File: src/rtl/stack_engine.sv
// ---------------------------------------------------------------------------
// stack_engine
//
// Multi-cycle stack sequencer. Accepts one PUSH / POP / CALL / RET / INT / RTI
// operation per op_valid/op_ready handshake. It snapshots SP at acceptance,
// runs the memory traffic, then commits register-file, SP, PC and flag
// updates. done pulses on the last cycle of every operation, and the engine
// then returns to IDLE.
//
// Build option:
//   STACK_INT_EN  defined   -> INT and RTI sequences are implemented.
//                 undefined -> opcodes 4/5 take the illegal path, and
//                              flags_load/flags_out stay 0.
//
// Ports:
//   clk, reset (async, active-low)
//   op_valid/op_ready       operation handshake (op_ready combinational)
//   op_code/op_reg/op_data/op_target, sp_in, flags_in   operation operands
//   mem_we/mem_re/mem_addr/mem_wdata/mem_rdata          data memory (sync read)
//   rf_we/rf_waddr/rf_wdata                             register-file write
//   update_sp/new_sp, pc_load/pc_value                  SP / PC commit
//   flags_load/flags_out                                CCR restore
//   done, stack_ovf, stack_unf, illegal                 completion / status
// ---------------------------------------------------------------------------
module stack_engine #(
    parameter int              DW     = 8,
    parameter logic [DW-1:0]   SP_RST = DW'(8'hFF)
) (
    input  logic          clk,
    input  logic          reset,
    input  logic          op_valid,
    output logic          op_ready,
    input  logic [2:0]    op_code,
    input  logic [1:0]    op_reg,
    input  logic [DW-1:0] op_data,
    input  logic [DW-1:0] op_target,
    input  logic [DW-1:0] sp_in,
    input  logic [3:0]    flags_in,
    output logic          mem_we,
    output logic          mem_re,
    output logic [DW-1:0] mem_addr,
    output logic [DW-1:0] mem_wdata,
    input  logic [DW-1:0] mem_rdata,
    output logic          rf_we,
    output logic [1:0]    rf_waddr,
    output logic [DW-1:0] rf_wdata,
    output logic          update_sp,
    output logic [DW-1:0] new_sp,
    output logic          pc_load,
    output logic [DW-1:0] pc_value,
    output logic          flags_load,
    output logic [3:0]    flags_out,
    output logic          done,
    output logic          stack_ovf,
    output logic          stack_unf,
    output logic          illegal
);

    localparam logic [2:0] OP_PUSH = 3'd0;
    localparam logic [2:0] OP_POP  = 3'd1;
    localparam logic [2:0] OP_CALL = 3'd2;
    localparam logic [2:0] OP_RET  = 3'd3;
`ifdef STACK_INT_EN
    localparam logic [2:0] OP_INT  = 3'd4;
    localparam logic [2:0] OP_RTI  = 3'd5;
`endif

    typedef enum logic [3:0] {
        S_IDLE   = 4'd0,
        S_PSH_W  = 4'd1,
        S_POP_R  = 4'd2,
        S_POP_W  = 4'd3,
        S_ILL    = 4'd4
`ifdef STACK_INT_EN
        ,
        S_INT_W1 = 4'd5,
        S_INT_W2 = 4'd6,
        S_RTI_R1 = 4'd7,
        S_RTI_R2 = 4'd8,
        S_RTI_W  = 4'd9
`endif
    } state_e;

    state_e state_q, state_d;

    logic          accept;
    logic [2:0]    code_q;
    logic [1:0]    reg_q;
    logic [DW-1:0] data_q;
    logic [DW-1:0] target_q;
    logic [DW-1:0] sp_q;
`ifdef STACK_INT_EN
    logic [3:0]    flags_q;
`endif

    // SP arithmetic carried one bit wider: the extra MSB is the wrap
    // indicator (borrow for decrements, carry for increments).
    logic [DW:0] sp_m1, sp_p1;
`ifdef STACK_INT_EN
    logic [DW:0] sp_m2, sp_p2;
`endif

    // SP_RST documents the reset value of R3 elsewhere; flags_in only
    // matters when the interrupt sequences exist.
    logic unused_sink;
`ifdef STACK_INT_EN
    assign unused_sink = ^SP_RST;
`else
    assign unused_sink = ^{SP_RST, flags_in};
`endif

    assign op_ready = (state_q == S_IDLE) && reset;
    assign accept   = op_valid && op_ready;

    assign sp_m1 = {1'b0, sp_q} - (DW+1)'(1);
    assign sp_p1 = {1'b0, sp_q} + (DW+1)'(1);
`ifdef STACK_INT_EN
    assign sp_m2 = {1'b0, sp_q} - (DW+1)'(2);
    assign sp_p2 = {1'b0, sp_q} + (DW+1)'(2);
`endif

    always_ff @(posedge clk or negedge reset) begin
        if (!reset) begin
            state_q <= S_IDLE;
        end else begin
            state_q <= state_d;
        end
    end

    // Operand snapshot: only meaningful after acceptance, so no reset.
    always_ff @(posedge clk) begin
        if (accept) begin
            code_q   <= op_code;
            reg_q    <= op_reg;
            data_q   <= op_data;
            target_q <= op_target;
            sp_q     <= sp_in;
`ifdef STACK_INT_EN
            flags_q  <= flags_in;
`endif
        end
    end

    always_comb begin
        state_d    = state_q;
        mem_we     = 1'b0;
        mem_re     = 1'b0;
        mem_addr   = '0;
        mem_wdata  = '0;
        rf_we      = 1'b0;
        rf_waddr   = '0;
        rf_wdata   = '0;
        update_sp  = 1'b0;
        new_sp     = '0;
        pc_load    = 1'b0;
        pc_value   = '0;
        flags_load = 1'b0;
        flags_out  = '0;
        done       = 1'b0;
        stack_ovf  = 1'b0;
        stack_unf  = 1'b0;
        illegal    = 1'b0;

        unique case (state_q)
            S_IDLE: begin
                if (accept) begin
                    case (op_code)
                        OP_PUSH, OP_CALL: state_d = S_PSH_W;
                        OP_POP,  OP_RET:  state_d = S_POP_R;
`ifdef STACK_INT_EN
                        OP_INT:           state_d = S_INT_W1;
                        OP_RTI:           state_d = S_RTI_R1;
`endif
                        default:          state_d = S_ILL;
                    endcase
                end
            end

            S_PSH_W: begin
                mem_we    = 1'b1;
                mem_addr  = sp_q;
                mem_wdata = data_q;
                update_sp = 1'b1;
                new_sp    = sp_m1[DW-1:0];
                stack_ovf = sp_m1[DW];
                if (code_q == OP_CALL) begin
                    pc_load  = 1'b1;
                    pc_value = target_q;
                end
                done    = 1'b1;
                state_d = S_IDLE;
            end

            S_POP_R: begin
                mem_re   = 1'b1;
                mem_addr = sp_p1[DW-1:0];
                state_d  = S_POP_W;
            end

            // mem_rdata now holds the value read in S_POP_R.
            S_POP_W: begin
                update_sp = 1'b1;
                stack_unf = sp_p1[DW];
                if (code_q == OP_RET) begin
                    pc_load  = 1'b1;
                    pc_value = mem_rdata;
                    new_sp   = sp_p1[DW-1:0];
                end else if (reg_q == 2'd3) begin
                    // Popping into R3: the popped word becomes the new SP.
                    new_sp = mem_rdata;
                end else begin
                    rf_we    = 1'b1;
                    rf_waddr = reg_q;
                    rf_wdata = mem_rdata;
                    new_sp   = sp_p1[DW-1:0];
                end
                done    = 1'b1;
                state_d = S_IDLE;
            end

            S_ILL: begin
                done    = 1'b1;
                illegal = 1'b1;
                state_d = S_IDLE;
            end

`ifdef STACK_INT_EN
            S_INT_W1: begin
                mem_we    = 1'b1;
                mem_addr  = sp_q;
                mem_wdata = data_q;
                state_d   = S_INT_W2;
            end

            S_INT_W2: begin
                mem_we    = 1'b1;
                mem_addr  = sp_m1[DW-1:0];
                mem_wdata = {{(DW-4){1'b0}}, flags_q};
                update_sp = 1'b1;
                new_sp    = sp_m2[DW-1:0];
                stack_ovf = sp_m2[DW];
                pc_load   = 1'b1;
                pc_value  = target_q;
                done      = 1'b1;
                state_d   = S_IDLE;
            end

            S_RTI_R1: begin
                mem_re   = 1'b1;
                mem_addr = sp_p1[DW-1:0];
                state_d  = S_RTI_R2;
            end

            // Flags word arrives from the R1 read; fetch the return PC.
            S_RTI_R2: begin
                flags_load = 1'b1;
                flags_out  = mem_rdata[3:0];
                mem_re     = 1'b1;
                mem_addr   = sp_p2[DW-1:0];
                state_d    = S_RTI_W;
            end

            S_RTI_W: begin
                pc_load   = 1'b1;
                pc_value  = mem_rdata;
                update_sp = 1'b1;
                new_sp    = sp_p2[DW-1:0];
                stack_unf = sp_p2[DW];
                done      = 1'b1;
                state_d   = S_IDLE;
            end
`endif

            default: state_d = S_IDLE;
        endcase
    end

endmodule

File: config.mk
export PLATFORM = sky130hd
export DESIGN_NAME = stack_engine
export DESIGN_NICKNAME = d
export VERILOG_FILES = /design/src/rtl/stack_engine.sv
export SDC_FILE = /design/constraint.sdc
export NUM_CORES = 1
export LEC_CHECK = 0
export ABC_AREA = 0
export BUFFER_PORTS_ARGS = -buffer_cell sky130_fd_sc_hd__buf_4
export CORE_MARGIN = 1.5
export CORE_UTILIZATION = 41
export CTS_CLUSTER_SIZE = 10
export DETAILED_ROUTE_END_ITERATION = 10
export PLACE_DENSITY = 0.75
export REMOVE_ABC_BUFFERS = 1
export SYNTH_ARGS = -nofsm -noshare
export SYNTH_HDL_FRONTEND = slang
export SYNTH_SLANG_ARGS = --single-unit
File: constraint.sdc
create_clock -name clk -period 1.8 [get_ports clk]
set_clock_uncertainty 0.1 [all_clocks]
set_input_delay 0.36 -clock clk [delete_from_list [all_inputs] [get_ports clk]]
set_output_delay 0.36 -clock clk [all_outputs]
set_load 0.05 [all_outputs]
Word-level counts from Yosys, hierarchy flattened
Index checks and enable logic that the tools add are counted.
{"block": "op_classes", "add_sub_neg": 2, "eq_ne": 11, "mux": 30, "reduce_logical": 8}
{"cell": "$mux 8", "count": 8}
{"cell": "$pmux 8 s2", "count": 3}
{"cell": "$eq 3x2->1 const B", "count": 4}
{"cell": "$mux 1", "count": 12}
{"cell": "$add 8x1->9 const B", "count": 1}
{"cell": "$sub 8x1->9 const B", "count": 1}
{"cell": "$eq 4x2->1 const B", "count": 2}
{"cell": "$pmux 4 s2", "count": 1}
{"cell": "$mux 2", "count": 3}
{"cell": "$pmux 3 s2", "count": 1}
{"cell": "$reduce_or 2->1", "count": 3}
{"cell": "$eq 4x1->1 const B", "count": 1}
{"cell": "$eq 4x3->1 const B", "count": 1}
{"cell": "$logic_not 4->1", "count": 1}
{"cell": "$mux 4", "count": 1}
{"cell": "$eq 3x1->1 const B", "count": 1}
{"cell": "$logic_not 3->1", "count": 1}
{"cell": "$reduce_or 3->1", "count": 1}
{"cell": "$eq 2x2->1 const B", "count": 1}
{"cell": "$logic_and 1x1->1", "count": 2}
{"cell": "$ne 2x2->1 const B", "count": 1}
{"cell": "$pmux 1 s2", "count": 1}
{"block": "totals", "regBits": 33, "input_bits": 44, "out_inout_bits": 57, "elab_cells": 57}

Logic depth before layout (Yosys ltp)
Gate-level depths: netlist of run 1.
{"block": "logic_depth", "depth_word": 5, "depth_mapped": 8, "depth_no_buf": 6}

Least setup slack after synthesis of run 1
OpenSTA, ideal clock, no wires.
{"block": "synth_timing", "kind": "register -> register", "start": "reg state_q[0]", "end": "reg code_q[0] (enable)", "setup_time_ns": 0.384, "arrival_ns": 3.155, "required_time_ns": 1.316, "slack_ns": -1.839, "path_stages_with_launch": 4, "path_buffers": 0, "synth_period_minus_slack_ns": 3.639, "path_cell_list": "dfrtp_1 nor4b_1 nand2_1 inv_1"}
{"block": "synth_between", "elab_chain_len": 3}
{"element": "from (decl)", "line_no": "84", "rtl": "state_e state_q, state_d;"}
{"element": "from (signal assigned)", "line_no": "126", "rtl": "state_q <= state_d;"}
{"element": "$logic_not 4->1", "line_no": "112", "rtl": "assign op_ready = (state_q == S_IDLE) && reset;"}
{"element": "$logic_and 1x1->1", "line_no": "112"}
{"element": "via op_ready", "line_no": "32", "rtl": "output logic op_ready,"}
{"element": "$logic_and 1x1->1", "line_no": "113", "rtl": "assign accept = op_valid && op_ready;"}
{"element": "via accept", "line_no": "86", "rtl": "logic accept;"}
{"element": "to (signal assigned)", "line_no": "133", "rtl": "code_q <= op_code;"}
{"element": "to (decl)", "line_no": "87", "rtl": "logic [2:0] code_q;"}
The timed path passes the listed nets, and every way through them passes these cells.
A chain may end at the register's enable or synchronous reset.

Final worst setup path of run 1
{"block": "layout_timing", "start": "reg sp_q[1]", "end": "out new_sp[6]"}
{"block": "layout_between", "elab_chain_len": 4, "elab_cells_between_ends": 5, "classes_between": "2 x add/sub; 3 x mux"}
{"element": "from (decl)", "line_no": "91", "rtl": "logic [DW-1:0] sp_q;"}
{"element": "from (signal assigned)", "line_no": "137", "rtl": "sp_q <= sp_in;"}
{"element": "$add 8x1->9", "line_no": "116", "rtl": "assign sp_p1 = {1'b0, sp_q} + (DW+1)'(1);"}
{"element": "$mux 8", "line_no": "208", "rtl": "end else if (reg_q == 2'd3) begin"}
{"element": "$mux 8", "line_no": "204", "rtl": "if (code_q == OP_RET) begin"}
{"element": "$pmux 8 s2 *", "line_no": "164", "rtl": "unique case (state_q)"}
{"element": "to (decl)", "line_no": "48", "rtl": "output logic [DW-1:0] new_sp,"}
Mark *: on every way between the ends. The rest lies on a longest branch, timed or not.

==> impl_metrics.yaml, run 1 <==
setup_path:
  timing.rr.start: "state_q[0]"
  r2r_cells: 9
  cp.arrival_ns: 2.09
  endpoint: "new_sp[6]"
  start_kind: "flip-flop"
  endpoint_kind: "primary output"
  timing.rr.end: "target_q[0]"
  path_depth: 7
  crit_buf_inv: 2
  critical_path.slowest_cell: "or4b_4"
  crit_start: "sp_q[1]"
  required_ns: 1.34
  critical-path-top-delay-family: "simple AND/OR/NAND/NOR gates"
  r2r_slack_ns: -0.19
  crit_chain: "inv_2 > ha_4 > or4b_4 > nor2_4 > xnor2_2 > o22ai_2 > buf_6"
  crit_path_max_fanout: 3
  slowest_delay_ns: 0.50
  worstSetupPathType: "reg2out"
run:
  cap_violations: 0
finish:
  diodes: 0
  fin_nets: 398
  syn2layout_area_growth_pct: 112.5
  n_fill_cell: 134
  drive_above_1_share_pct: 72.24
  postLayoutCoreUtil_pct: 92.65
global_route:
  overflow: 0
  antenna_found_initial: 0
  grt_pass1_wl_um: 11040
  track_usage_pct: 28.38
  grt_pass1_vias: 2230
  grt_max_degree: 13
clock_network:
  clkSinkCount: 32
  cts_max_path_buffers: 2
  ctsHtreeMaxLevel: 2
  clock_latency_ns: 0.29
  cts_tree: "done"
  clk_root_buffer_cell: "clkbuf_8"
  numCtsBuffers: 5
  clkTransAtPathRegs_ns: 0.08
sta:
  fmax_mhz: 392.2
  slew_viol_final: 0
  setup_viol: 82
  fin_crit_sh_pct: 141.6
  layout_min_cycle_time_ns: 2.549
  setup_ws_ns: -0.7494
  rsz0062_at_grt: "true"
  hold_violations: 0
detailed_routing:
  vias: 2383
  firstDrtPassIters: 6
  ant_nets: 0
  first_iter_violations: 186
  routedWlPerCell_um: 22.45
  drc: 0
  vias_per_cell: 5.884
  routed_wl_um: 9092
logic_synthesis:
  ys_async_sr_fraction_pct: 9.375
  syn-mean-instance-area_um2: 10.49
  synth_area_mm2: 0.001951
  postSynthCellCount: 186
  synth_area_leaders: "edfxtp_1 45%, and2_1 5.1%, a22o_1 4.0%"
  synth_most_common_cell: "edfxtp_1"
  netlist.top_cell.by_area: "edfxtp_1"
  synth_edf_count: 29
  synth_ff_type: "edfxtp_1"
  yosys.area.top_type_share_pct: 44.64
  yosysSeqAreaShare_pct: 48.49
  yosysWarnings: 0
  ys_seq_elements: 32
  synth_cell_types: 46
  ys_top_cells_by_count: "29 x edfxtp_1, 16 x and2_1, 15 x nand2_1"
floorplanning:
  ios: 101
  rows: 24
  die_x_um: 71.98
  dieArea_mm2: 0.005180
  coreArea_mm2: 0.004474
  initial_core_util_pct: 43.60
  die_h_um: 71.98
power_and_ir_drop:
  leakage_nw: 1.830
  power_mw: 4.450
  power.density_mw_per_mm2: 1073
  irDropWorstVdd_v: 0.0008920
outcome:
  status: "finished, violations left"
  violations: "negative setup slack"
placed_design:
  gp_congestion: 0.8996
  portBuffers: 91
  dp_hpwl_um: 4416
worst_hold_path:
  hp-class: "in2reg"
cell families after synthesis:
family | synth area share (%)
flops | 48.49
simple gates | 23.16
xor+xnor | 3.592
buf+inv | 6.991
other cells | 0.1922
fa+ha+maj | 1.283
compound gates | 16.29
sequential cells by signal (all words and copies together), names as in the netlist:
name	flops
data_q	8
code_q	3
sp_q	8
state_q	3
reg_q	2
target_q	8
timing repair:
| item | CTS | global route |
|---|---|---|
| setup buffers | 17 | 11 |
| endpoints found under the hold margin | 3 | 0 |
| gates cloned | 4 | 1 |
| pin swaps | 35 | 26 |
| hold buffers | 1 | 0 |
| resized for setup | 172 | 34 |
| setup endpoints to repair | 75 | 82 |
worst register-to-register path: cells and delay by family, from the launching register on:
family,cells,cell delay (ns)
and+or+nand+nor,2,0.33
buffers and inverters,7,0.89
DFF,1,0.40
through the flow:
stage                     hold WS, ns  setup TNS (ns)  std cells  cell area, um^2  setup WS (ns)
after floorplan              -0.03559          -95.39        175             1863         -1.934
after global placement        0.05394          -7.452        368             2999        -0.3613
after detailed placement      0.05246          -7.515        368             2999        -0.3632
after CTS                      0.1423          -21.56        396             3901        -0.6674
after global routing           0.1194          -29.76        405             4145        -0.7906
final                          0.1346          -26.64        405             4145        -0.7494
report_power, final:
group / leakage, nW / internal, mW / switching [mW]
registers: 0.308 / 0.944 / 0.0991
logic: 1.47 / 1.20 / 1.47
clock network: 0.0548 / 0.417 / 0.323
how the worst min path moves through the flow:
stage / startpoint / to / cells after the start
5_1_grt: op_data[1] / data_q[1] / 1
6_report: op_data[7] / data_q[7] / 1
4_1_cts: op_data[6] / data_q[6] / 1
3_3_place_gp: reset / state_q[2] / 1
2_1_floorplan: reset / state_q[0] / 0
3_5_place_dp: reset / state_q[2] / 1
area by class of cell:
class                      count  area (um^2)  area share, %
clock buffer                   5        68.82          1.660
clock inverter                 3        46.29          1.117
inverter                       9        56.30          1.358
multi-input combinational    134         1256          30.30
sequential                    32        945.9          22.82
tap                           52        65.06          1.570
timing repair buffer         170         1707          41.17
placed cells by master, fill, tap and decap left out, types with 3 or more instances in the layout:
master,netlist,routed
edfxtp_1,29,29
buf_8,0,24
nand2_2,0,5
o21ai_1,0,4
buf_6,2,46
nor2_4,0,4
nor2_1,8,4
nand3_1,7,4
clkbuf_8,0,5
o21ai_2,0,3
o21ai_0,10,3
dfrtp_1,3,3
o21a_1,3,3
and2_4,0,16
nor3_4,0,3
conb_1,1,5
a22o_1,9,9
o22ai_1,6,4
nand2_1,15,8
xor2_1,3,3
buf_4,7,94
a21o_1,3,3
buf_12,0,3
inv_1,8,3
xnor2_2,0,3
per-layer routing:
metal / global-route usage, % / up-vias / wire [um]
li1: - / 1012 / -
met1: 33.45 / 1156 / 3187
met2: 51.54 / 173 / 4737
met3: 6.667 / 42 / 773
met4: 8.176 / 0 / 394
met5: 0 / - / 0
No activity file was read; power rests on OpenSTA's default activity.
==> inputs of run 2 (changes only) <==
--- a/config.mk
+++ b/config.mk
@@ -11,7 +11,7 @@
 export CORE_UTILIZATION = 41
 export CTS_CLUSTER_SIZE = 10
 export DETAILED_ROUTE_END_ITERATION = 10
-export PLACE_DENSITY = 0.75
+export PLACE_DENSITY = 0.76
 export REMOVE_ABC_BUFFERS = 1
 export SYNTH_ARGS = -nofsm -noshare
 export SYNTH_HDL_FRONTEND = slang
==> run 2 against run 1 <==
  * Highest routed layer unchanged
  * Flip-flop and latch count unchanged
  * Sequential share of layout area fell by 0.18 points
  * Die area stayed put
  * The flow still finishes with violations (negative setup slack)
  * Total power rose by 1.4%
  * Core utilization increased by 0.73 points
  * Register-to-register slack better by 0.03 ns
==> impl_metrics.yaml, run 2 (synthesis results as in run 1) <==
outcome:
  status: "finished, violations left"
  violations: "negative setup slack"
detailed_routing:
  vias_per_cell: 5.810
  drc: 0
  first_iter_violations: 187
  firstDrtPassIters: 4
  ant_nets: 0
  routed_wl_um: 9509
  routedWlPerCell_um: 22.91
  vias: 2411
placed_design:
  portBuffers: 91
  dp_slack_ns: -0.4444
  gp_congestion: 0.8746
  dp_hpwl_um: 4423
sta:
  whs_ns: 0.1455
  fin_crit_sh_pct: 143.3
  slew_viol_final: 0
  setup_tns_ns: -30.43
  hold_violations: 0
  rsz0062_at_grt: "true"
  layout_min_cycle_time_ns: 2.579
  fmax_mhz: 387.7
  setup_ws_ns: -0.7793
  setup_viol: 82
finish:
  fin_nets: 408
  n_fill_cell: 138
  final_cell_mix: "102 x buf_4, 49 x buf_6, 29 x edfxtp_1, 23 x buf_8, 16 x and2_4"
  diodes: 0
  postLayoutCoreUtil_pct: 93.37
  drive_above_1_share_pct: 72.18
  reg_top3: "data_q (8), sp_q (8), target_q (8)"
  mostFrequentLayoutCell: "buf_4"
  syn2layout_area_growth_pct: 114.2
setup_path:
  worstSetupPathType: "reg2out"
  required_ns: 1.34
  slowest_delay_ns: 0.44
  r2r_slack_ns: -0.16
  crit_path_max_fanout: 4
  cp.arrival_ns: 2.12
  endpoint_kind: "primary output"
  timing.rr.end: "data_q[3]"
  critical_path.slowest_cell: "edfxtp_1"
  r2r_cells: 8
  crit_chain: "buf_4 > ha_2 > nand3_2 > o32ai_1 > o22ai_1 > o22ai_2 > buf_6"
  timing.rr.start: "state_q[1]"
  start_kind: "flip-flop"
global_route:
  grt_pass1_wl_um: 12760
  track_usage_pct: 33.10
  overflow: 0
  grt_max_degree: 11
  grt_pass1_vias: 2389
  antenna_found_initial: 0
run:
  cap_violations: 0
worst_hold_path:
  worstHoldStart: "sp_in[0]"
  hold_end: "sp_q[0]"
  hp-class: "in2reg"
  worstHoldPathCells: 1
floorplanning:
  ios: 101
  die_h_um: 71.98
  die_x_um: 71.98
  dieArea_mm2: 0.005180
  coreArea_mm2: 0.004474
  rows: 24
  initial_core_util_pct: 43.60
clock_network:
  cts_tree: "done"
  clkTransAtPathRegs_ns: 0.07
  numCtsBuffers: 5
  ctsHtreeMaxLevel: 2
  cts_max_path_buffers: 2
  clk_root_buffer_cell: "clkbuf_8"
  clock_latency_ns: 0.30
  clkSinkCount: 32
power_and_ir_drop:
  leakage_nw: 1.865
  power.density_mw_per_mm2: 1080
  irDropWorstVdd_v: 0.0008695
[run 2: changes by cell type in the layout (fill, tap and decap cells not counted), sizes merged]
cell	change
buf	+11
clkbuf	-1
[run 2: critical path, delay by kind of cell (launching register included)]
kind	cells	cell delay (ns)
AO/OA/AOI/OAI	3	0.72
buffers and inverters	2	0.35
flip-flops	1	0.44
adder cells (fa/ha/maj)	1	0.20
AND/OR/NAND/NOR	1	0.11
[run 2: timing repair]
item / in CTS / in global routing
pin swaps: 34 / 13
hold buffers: 1 / 0
cloned: 5 / 0
endpoints found under the hold margin: 3 / 0
resized for setup: 170 / 37
setup endpoints to repair: 81 / 83
setup buffers: 22 / 23
[run 2: final cells by class]
type	instances	area [um^2]	share of cell area, %
Multi-Input combinational cell	134	1227	29.38
Timing Repair Buffer	180	1780	42.62
Sequential cell	32	945.9	22.64
Clock inverter	3	37.54	0.8985
Tap cell	52	65.06	1.557
Inverter	9	52.55	1.258
Clock buffer	5	68.82	1.647
[run 2: worst max path at each step]
stage / to / startpoint / slack [ns]
after floorplan: code_q[0] / state_q[1] / -1.93
after global placement: new_sp[6] / sp_q[1] / -0.43
after detailed placement: new_sp[6] / sp_q[1] / -0.44
after CTS: new_sp[6] / sp_q[0] / -0.63
after global routing: new_sp[2] / sp_q[1] / -0.88
final: new_sp[6] / sp_q[1] / -0.78
[run 2: layer usage]
layer	global-route usage [%]	routed length (um)	part of all wire [%]	vias to the layer above
li1	-	-	-	1030
met1	39.11	3404	36	1156
met2	57.72	4730	50	166
met3	7.083	684	7.2	59
met4	15.09	689	7.2	0
met5	0	0	0	-
[run 2: stage by stage]
| step | cell area (um^2) | power (mW) | instances |
|---|---|---|---|
| after floorplan | 1863 | 2.056 | 175 |
| after CTS | 3971 | 4.142 | 401 |
| after global placement | 2992 | 2.769 | 367 |
| after detailed placement | 2992 | 2.798 | 367 |
| after global routing | 4178 | 4.639 | 415 |
| final | 4178 | 4.514 | 415 |
[run 2: where the power goes]
| group | switching, mW | total [mW] | internal (mW) |
|---|---|---|---|
| Clock | 0.286 | 0.689 | 0.403 |
| Sequential | 0.0825 | 1.03 | 0.944 |
| Combinational | 1.54 | 2.80 | 1.26 |
==> inputs of run 3 (changes only) <==
--- a/config.mk
+++ b/config.mk
@@ -7,11 +7,12 @@
 export LEC_CHECK = 0
 export ABC_AREA = 0
 export BUFFER_PORTS_ARGS = -buffer_cell sky130_fd_sc_hd__buf_4
+export CAP_MARGIN = 0
 export CORE_MARGIN = 1.5
-export CORE_UTILIZATION = 41
+export CORE_UTILIZATION = 45
 export CTS_CLUSTER_SIZE = 10
 export DETAILED_ROUTE_END_ITERATION = 10
-export PLACE_DENSITY = 0.76
+export PLACE_DENSITY = 0.8
 export REMOVE_ABC_BUFFERS = 1
 export SYNTH_ARGS = -nofsm -noshare
 export SYNTH_HDL_FRONTEND = slang
==> constraint.sdc (replaced) <==
create_clock -name clk -period 2.59 [get_ports clk]
set_clock_uncertainty 0.1 [all_clocks]
set_input_delay 0.518 -clock clk [delete_from_list [all_inputs] [get_ports clk]]
set_output_delay 0.518 -clock clk [all_outputs]
set_load 0.05 [all_outputs]
==> run 3 against run 2 <==
  * Wire length is 43% lower
  * Worst hold slack improved by 0.16 ns
  * Cell area decreased by 29%
  * Critical path depth unchanged
  * First-iteration DRC count shrank 20%
  * Register-to-register slack improved by 0.85 ns
  * Flip-flop and latch count did not move
  * The run still ends with negative setup slack left
  * Worst setup slack gained 0.75 ns
  * Final cell count is 17% lower
  * Sequential share of layout area is 9.1 points higher
  * Core utilization decreased by 20 points
  * Combinational power down 60%
  * Highest routed layer unchanged
==> impl_metrics.yaml, run 3 (synthesis results as in run 1) <==
detailed_routing:
  vias: 1917
  vias_per_cell: 5.557
  drc: 0
  ant_nets: 0
  first_iter_violations: 150
  firstDrtPassIters: 4
  routedWlPerCell_um: 15.57
  routed_wl_um: 5373
floorplanning:
  ios: 101
  coreArea_mm2: 0.004086
  die_x_um: 68.84
  dieArea_mm2: 0.004739
  rows: 23
  initial_core_util_pct: 47.73
  die_h_um: 68.84
sta:
  layout_min_cycle_time_ns: 2.615
  slew_viol_final: 0
  setup_viol: 2
  rsz0062_at_grt: "true"
  fmax_mhz: 382.4
  fin_crit_sh_pct: 101.0
  setup_ws_ns: -0.02501
  hold_violations: 0
global_route:
  track_usage_pct: 22.26
  grt_pass1_wl_um: 7700
  grt_max_degree: 30
  grt_pass1_vias: 1646
  antenna_found_initial: 0
  overflow: 0
finish:
  reg_top3: "data_q (8), sp_q (8), target_q (8)"
  postLayoutCoreUtil_pct: 72.99
  final_cell_mix: "101 x buf_4, 29 x edfxtp_1, 16 x and2_1, 15 x nand2_1, 10 x buf_6"
  syn2layout_area_growth_pct: 52.92
  mostFrequentLayoutCell: "buf_4"
  diodes: 0
  regArea_um2: 947.2
  n_fill_cell: 296
  multi_input_area_um2: 932.1
  drive_above_1_share_pct: 47.46
  fin_nets: 340
setup_path:
  endpoint_kind: "primary output"
  slowest_delay_ns: 0.48
  r2r_slack_ns: 0.69
  crit_buf_inv: 2
  cp.arrival_ns: 2.00
  timing.rr.end: "target_q[6]"
  r2r_cells: 5
  worstSetupPathType: "reg2out"
  critical-path-top-delay-family: "simple AND/OR/NAND/NOR gates"
  crit_path_max_fanout: 4
  required_ns: 1.97
  crit_chain: "inv_2 > ha_4 > or4b_4 > nor2_4 > xnor2_1 > o22ai_1 > buf_4"
  timing.rr.start: "state_q[2]"
  start_kind: "flip-flop"
  critical_path.slowest_cell: "or4b_4"
clock_network:
  ctsHtreeMaxLevel: 2
  clk_root_buffer_cell: "clkbuf_8"
  clkTransAtPathRegs_ns: 0.07
  numCtsBuffers: 5
  clock_latency_ns: 0.28
  cts_tree: "done"
  clkSinkCount: 32
  cts_max_path_buffers: 2
run:
  cap_violations: 0
power_and_ir_drop:
  leakage_nw: 1.350
  irDropWorstVdd_v: 0.0006171
  power.density_mw_per_mm2: 789.4
  power_mw: 2.355
placed_design:
  portBuffers: 91
  gp_congestion: 0.8428
  dp_slack_ns: 0.1441
  dp_hpwl_um: 3744
worst_hold_path:
  hold_end: "data_q[7]"
  worstHoldPathCells: 1
  worstHoldStart: "op_data[7]"
  hp-class: "in2reg"
outcome:
  status: "finished, violations left"
  violations: "negative setup slack"
==> run 3: cell types whose count changed in the layout (fill, tap and decap cells not counted), sizes merged <==
cell      delta
buf         -68
inv          +1
clkinv       -2
clkbuf       +2
clkinvlp     -1
==> run 3: worst max path at each step <==
stage,slack [ns],depth (start not counted),endpoint,startpoint
floorplan,-1.14,3,code_q[0],state_q[1]
global placement,0.16,7,new_sp[6],sp_q[0]
detailed placement,0.14,7,new_sp[6],sp_q[0]
CTS,-0.01,5,new_sp[7],sp_q[2]
global route,-0.15,5,new_sp[7],sp_q[0]
finish,-0.03,7,new_sp[6],sp_q[0]
==> run 3: final cells by class <==
class	instances	share of cell area, %
well taps	50	2.097
flip-flops and latches	32	31.75
inverters	9	1.133
clock inverters	1	1.007
clock buffers	7	3.230
repair buffers	112	29.53
multi-input cells	134	31.25
==> run 3: what timing repair did <==
item | CTS | global route
gates cloned | 0 | 1
setup endpoints to repair | 14 | 28
endpoints found under the hold margin | 3 | 0
hold buffers | 1 | 0
resized for setup | 7 | 18
pin swaps | 3 | 5
setup buffers | 6 | 4
==> run 3: report_power, final <==
part	switching (mW)	internal [mW]
clock network	0.175	0.339
logic	0.734	0.376
registers	0.0731	0.657
==> run 3: through the flow <==
step                cell area (um^2)  instances  TNS (ns)  hold WS, ns
detailed placement              2676        325         0       0.2130
CTS                             2880        340  -0.02046       0.3055
finish                          2983        345  -0.03971       0.3095
global placement                2676        325         0       0.2135
floorplan                       1863        175    -40.89       0.1224
global route                    2983        345   -0.7555       0.2963
==> run 3: metal layers <==
| layer | part of all wire, % | vias up | routed length, um | track usage [%] |
|---|---|---|---|---|
| li1 | - | 893 | - | - |
| met4 | 2.3 | 0 | 125 | 7.353 |
| met3 | 6.5 | 16 | 348 | 4.870 |
| met1 | 42 | 917 | 2283 | 29.73 |
| met2 | 49 | 91 | 2615 | 36.06 |
| met5 | 0 | - | 0 | 0 |
